--- src/rtl/nibble_serial_adder_if.sv ---
// nibble_serial_adder_if: operand/result handshake bundle; carries ovf when NIBBLE_SERIAL_ADDER_OVF_EN is defined
interface nibble_serial_adder_if #(
    parameter int WIDTH = 16
);
    logic             in_valid;
    logic             in_ready;
    logic [WIDTH-1:0] a;
    logic [WIDTH-1:0] b;
    logic             c_in;
    logic             out_valid;
    logic             out_ready;
    logic [WIDTH-1:0] sum;
    logic             c_out;
    logic             busy;
`ifdef NIBBLE_SERIAL_ADDER_OVF_EN
    logic             ovf;
    modport master (output in_valid, a, b, c_in, out_ready,
                    input  in_ready, out_valid, sum, c_out, busy, ovf);
    modport slave  (input  in_valid, a, b, c_in, out_ready,
                    output in_ready, out_valid, sum, c_out, busy, ovf);
`else
    modport master (output in_valid, a, b, c_in, out_ready,
                    input  in_ready, out_valid, sum, c_out, busy);
    modport slave  (input  in_valid, a, b, c_in, out_ready,
                    output in_ready, out_valid, sum, c_out, busy);
`endif
endinterface

--- src/rtl/nibble_serial_adder.sv ---
// nibble_serial_adder: WIDTH-bit add done one 4-bit lookahead slice per clock, LSB first; NIBBLE_SERIAL_ADDER_OVF_EN adds ovf
module nibble_serial_adder #(
    parameter int WIDTH = 16
) (
    input logic                  clk,
    input logic                  rst,
    nibble_serial_adder_if.slave bus
);
    localparam int NSLICE = WIDTH / 4;
    localparam int IW     = (NSLICE > 1) ? $clog2(NSLICE) : 1;

    typedef enum logic [1:0] {IDLE, RUN, DONE} state_t;

    state_t           state;
    logic [IW-1:0]    idx;
    logic             carry;
    logic             c_out_r;
    logic [WIDTH-1:0] a_r, b_r, sum_r;
    logic [3:0]       sa, sb, g, p, s;
    logic [4:0]       c;
    logic             last;
`ifdef NIBBLE_SERIAL_ADDER_OVF_EN
    logic             ovf_r;
`endif

    // Current slice of the captured operands through a 4-bit carry-lookahead adder
    always_comb begin
        sa   = a_r[{idx, 2'b00} +: 4];
        sb   = b_r[{idx, 2'b00} +: 4];
        g    = sa & sb;
        p    = sa ^ sb;
        c[0] = carry;
        c[1] = g[0] | (p[0] & c[0]);
        c[2] = g[1] | (p[1] & g[0]) | (p[1] & p[0] & c[0]);
        c[3] = g[2] | (p[2] & g[1]) | (p[2] & p[1] & g[0]) | (p[2] & p[1] & p[0] & c[0]);
        c[4] = g[3] | (p[3] & g[2]) | (p[3] & p[2] & g[1]) | (p[3] & p[2] & p[1] & g[0])
             | (p[3] & p[2] & p[1] & p[0] & c[0]);
        s    = p ^ c[3:0];
        last = (idx == IW'(NSLICE - 1));
    end

    // Capture operands in IDLE, fold in one slice per RUN edge, hold the result in DONE
    always_ff @(posedge clk or posedge rst) begin
        if (rst) begin
            state   <= IDLE;
            idx     <= '0;
            carry   <= 1'b0;
            a_r     <= '0;
            b_r     <= '0;
            sum_r   <= '0;
            c_out_r <= 1'b0;
`ifdef NIBBLE_SERIAL_ADDER_OVF_EN
            ovf_r   <= 1'b0;
`endif
        end else begin
            case (state)
                IDLE: if (bus.in_valid) begin
                    a_r   <= bus.a;
                    b_r   <= bus.b;
                    carry <= bus.c_in;
                    idx   <= '0;
                    sum_r <= '0;
                    state <= RUN;
                end
                RUN: begin
                    sum_r[{idx, 2'b00} +: 4] <= s;
                    carry <= c[4];
                    if (last) begin
                        c_out_r <= c[4];
`ifdef NIBBLE_SERIAL_ADDER_OVF_EN
                        ovf_r   <= c[3] ^ c[4];
`endif
                        state   <= DONE;
                    end else begin
                        idx <= idx + 1'b1;
                    end
                end
                DONE: if (bus.out_ready) state <= IDLE;
                default: state <= IDLE;
            endcase
        end
    end

    assign bus.in_ready  = (state == IDLE);
    assign bus.out_valid = (state == DONE);
    assign bus.busy      = (state != IDLE);
    assign bus.sum       = sum_r;
    assign bus.c_out     = c_out_r;
`ifdef NIBBLE_SERIAL_ADDER_OVF_EN
    assign bus.ovf       = ovf_r;
`endif
endmodule

--- src/flat_wrapper.sv ---
// flat-port wrapper written by rule: the top's interface ports become plain ports
module nibble_serial_adder_flat 
#(
    parameter int WIDTH = 16
)
  (clk, rst, bus_in_valid, bus_a, bus_b, bus_c_in, bus_out_ready, bus_in_ready, bus_out_valid, bus_sum, bus_c_out, bus_busy);
  nibble_serial_adder_if #(.WIDTH(WIDTH)) bus_i ();
  input logic clk;
  input logic rst;
  input wire logic [$bits(bus_i.in_valid)-1:0] bus_in_valid;
  input wire logic [$bits(bus_i.a)-1:0] bus_a;
  input wire logic [$bits(bus_i.b)-1:0] bus_b;
  input wire logic [$bits(bus_i.c_in)-1:0] bus_c_in;
  input wire logic [$bits(bus_i.out_ready)-1:0] bus_out_ready;
  output wire logic [$bits(bus_i.in_ready)-1:0] bus_in_ready;
  output wire logic [$bits(bus_i.out_valid)-1:0] bus_out_valid;
  output wire logic [$bits(bus_i.sum)-1:0] bus_sum;
  output wire logic [$bits(bus_i.c_out)-1:0] bus_c_out;
  output wire logic [$bits(bus_i.busy)-1:0] bus_busy;
  assign bus_i.in_valid = bus_in_valid;
  assign bus_i.a = bus_a;
  assign bus_i.b = bus_b;
  assign bus_i.c_in = bus_c_in;
  assign bus_i.out_ready = bus_out_ready;
  assign bus_in_ready = bus_i.in_ready;
  assign bus_out_valid = bus_i.out_valid;
  assign bus_sum = bus_i.sum;
  assign bus_c_out = bus_i.c_out;
  assign bus_busy = bus_i.busy;
  nibble_serial_adder #(.WIDTH(WIDTH)) u_core (.clk(clk), .rst(rst), .bus(bus_i));
endmodule
--- config.mk ---
export PLATFORM = sky130hd
export DESIGN_NAME = nibble_serial_adder_flat
export DESIGN_NICKNAME = d
export VERILOG_FILES = /design/src/rtl/nibble_serial_adder_if.sv /design/src/rtl/nibble_serial_adder.sv /design/src/flat_wrapper.sv
export SDC_FILE = /design/constraint.sdc
export NUM_CORES = 1
export LEC_CHECK = 0
export BUFFER_PORTS_ARGS = -buffer_cell sky130_fd_sc_hd__buf_2
export CORE_ASPECT_RATIO = 0.5
export CORE_MARGIN = 8
export CORE_UTILIZATION = 50
export DETAILED_ROUTE_END_ITERATION = 8
export PLACE_DENSITY = 0.76
export SLEW_MARGIN = 20
export SYNTH_ARGS = -nofsm -noshare
export SYNTH_HDL_FRONTEND = slang
export SYNTH_SLANG_ARGS = --single-unit
export TNS_END_PERCENT = 10
--- constraint.sdc ---
create_clock -name clk -period 3.5 [get_ports clk]
set_input_delay 0.175 -clock clk [delete_from_list [all_inputs] [get_ports clk]]
set_output_delay 0.175 -clock clk [all_outputs]
set_load 0.02 [all_outputs]
==> impl_results.md <==
- Status: finished, violations left
- Failing checks: hold timing
- Final hold violations: 6
- HPWL Detailed: 4022 um
- Vias: 1700
- RSZ-0062 raised after global routing: false
- Max-Cap Viols: 0
- CTS tree: yes
- Synth Area in Adders: 4.910%
- Critical path's largest stage delay: 0.77 ns
- Max VDD drop: between 400 and 500 uV
- Net Switching: 1.385 mW
- Worst min path class: in2async
- Main combinational cell family by area after synthesis: multiplexers
- Port bufs: 56
- Antenna violations before repair: 0
- Drt via density: 5.329
- Ant diodes: 0
- Hold_buf cts: 0
- Reg power frac: 33.7%
- Placeable Area: between 0.005 and 0.006 mm^2
- Die height: 67.98 um
- CTS max path bufs: 2
- Total power: 3.377 mW
- Setup bufs post-CTS: 0
- Minimum clock period: 2.840 ns
- Die Wd: 120.0 um
- Synth Cell Area: approximately 0.0027 mm^2
- Crit. End Element: flop
- Total gr overflow: 0
- Pint: around 2 mW
- GRT Util Overall: 14.19%
- Achievable Freq: 352.1 MHz
- Syn-to-layout area delta: 14.59%
- Path depth of the worst reg2reg path: 6
- Most frequent cells in the layout: 56 x buf_2, 54 x dfrtp_1, 30 x mux2_4
- Post-synth EDFFs: 0
- Leakage: 1.532 nW
- TritonCTS buffer count: 5
- Worst Setup SP: u_core.idx[0]
- Worst reg2reg setup slack: ~0.66 ns
- Gp weighted congestion: 0.8021
- WL per Instance: between 15 and 20 um
- Grt met1 use: 17.56%
- CP cell instances: mux4_2, ha_1, a211oi_1, o21a_1, nor3_1, a22o_1
- Synth top area share: 50.02%
- Worst R2R Start: u_core.idx[0]
- Commonest non-fill, non-tap cell in the layout: buf_2
- Multiplexer area fraction after synthesis: 24.59%
- CP Capture Point: u_core.bus.sum[11]
- Final Skew: ~0.009 ns
- Crit path max fanout: 14
- Vias in the first global route: 1877
- Final net count: 292
- P per Cell Area: roughly 1100 mW/mm^2
- Met2 Use GR: 22.94%
- Worst slack at placement: 0.6788 ns
- Synth Area in Simple Gates: 6.855%
- I/O pins: 57
- Setup TNS: 0 ns
- Cell Rows: 19
- Required time worst endpoint: 3.76 ns
- Final Slew Violations: 0
- Detailed Routing Iterations Pass 1: 4
- Share of flip-flops with an asynchronous set or reset: 100.0%
- Gate Count Post-Synth: 189
- Ys Warns: 0
- Most Crowded Layer GR: met2
- Clk Latency, worst-skew pair: ~0.32 ns
- Clock power share: 11.5%
- Post-synth net total: 236
- Initial Util: 50.50%
- Xor-xnor portion of the synthesized cell area: less than 1%
- Sequential fraction of the synthesis area: about half
- Cell taking the most area after synthesis: dfrtp_1
- Area contributors post-synth: dfrtp_1 50%, mux2_4 17%, mux4_2 6.7%
- Die Area: ~0.0082 mm^2
- Logic gate share of total power: a little over half
- Switch share: 41.01%
- Post-Route WL: 5440 um
- Slew HR: about two fifths
- Fraction of layout cells with a size suffix above 1: 44.72%
- Root buffer cell: clkbuf_8
- H-Tree Depth: 2
- Largest net degree at the start of global routing: 55
- Drt drc: 0
- Mapped Avg Cell Area: 14.29 um^2
- Top_reg_cell synth: dfrtp_1
- Final setup vio count: 0
- Worst path slowest cell: dfrtp_1
- Global-route wire length before repair: 9142 um
- Worst slew pin tran: 0.9087 ns
- DR iter-0 viols: 57
- Yosys cell types: 35
- Setup CP Type: reg2reg
- CP arrival: 3.10 ns
- Compound-Gate Fraction of Synth Area: a little under a tenth
- Final worst slack: 0.6601 ns
- Crit start category: flop
- CTS sink count: 54
- Post_cts resized: 0
- R2R Path End: u_core.bus.sum[11]
- Met3 Use GR: 4.280%
- Seq cells post-synth: 54
- Final Cycle Share: 81.14%
- Clk slew on worst S/H paths: 0.10 ns
- Detail Route Antenna Nets: 0
- Worst-case hold slack: -0.003190 ns
## worst min-delay path by stage
stage / startpoint / endpoint / slack, ns
3_5_place_dp: bus_out_ready / u_core.state[1] / 0.36
2_1_floorplan: bus_out_ready / u_core.state[1] / 0.26
3_3_place_gp: bus_out_ready / u_core.state[1] / 0.35
4_1_cts: bus_out_ready / u_core.state[1] / 0.02
5_1_grt: bus_out_ready / u_core.state[1] / 0.02
6_report: rst / u_core.bus.sum[5] / -0.003
## through the flow
| stage | std cells | utilization, % | cell area, um^2 |
|---|---|---|---|
| finish | 319 | 57.87 | 3095 |
| CTS | 319 | 57.85 | 3094 |
| floorplan | 189 | - | 2701 |
| global placement | 311 | 55.88 | 2989 |
| detailed placement | 311 | 55.88 | 2989 |
| global route | 319 | 57.87 | 3095 |
## per-layer routing
metal	vias to the layer above	routed length [um]
met5	-	0
met4	0	94
met3	8	245
met2	28	2615
met1	863	2485
li1	801	-
## worst max-delay path: cells and delay by family, from the launching register on
kind	cells	cell delay [ns]
AND/OR/NAND/NOR	1	0.51
flip-flops	1	0.77
adder cells (fa/ha/maj)	1	0.35
multiplexers	1	0.65
AO/OA/AOI/OAI	3	0.50
## final cells by class
class                   count  area, um^2
clock buffers               7       96.34
clock inverters             1       8.758
fillers                   415        2253
inverters                   5       20.02
multi-input cells         123        1247
flip-flops and latches     54        1351
well taps                  73       91.34
repair buffers             56       280.3
## state kept, by name (all words and copies together) (netlist names)
name and cells:
u_core.a_r 16, u_core.b_r 16, u_core.bus.c_out 1, u_core.bus.sum 16
u_core.carry 1, u_core.idx 2, u_core.state 2
## cells in the mapped netlist, types with 2 or more instances
cell type,n
nand2_1,16
mux4_2,8
ha_1,9
a22o_1,19
mux2_4,30
buf_12,3
o21ai_0,3
a21oi_1,6
nand2b_1,3
nor2_1,7
dfrtp_1,54
inv_1,4
mux2_2,3
clkbuf_1,2
nor3_1,2
## power by group through the flow
stage	Combinational, mW	Sequential [mW]	Clock, mW
after floorplan	1.47	1.10	0
after global placement	1.76	1.14	0
after detailed placement	1.84	1.15	0
after CTS	1.87	1.14	0.399
after global routing	2.03	1.18	0.426
final	1.85	1.14	0.389
## logic make-up after synthesis
| group | count (synthesis) |
|---|---|
| DFF | 54 |
| muxes | 41 |
| and+or+nand+nor | 37 |
| AOI/OAI and AO/OA | 33 |
| buffers and inverters | 12 |
| adders and majority gates | 10 |
| xor gates and xnor gates | 2 |
Note: power is estimated with default switching activity, not from simulation.
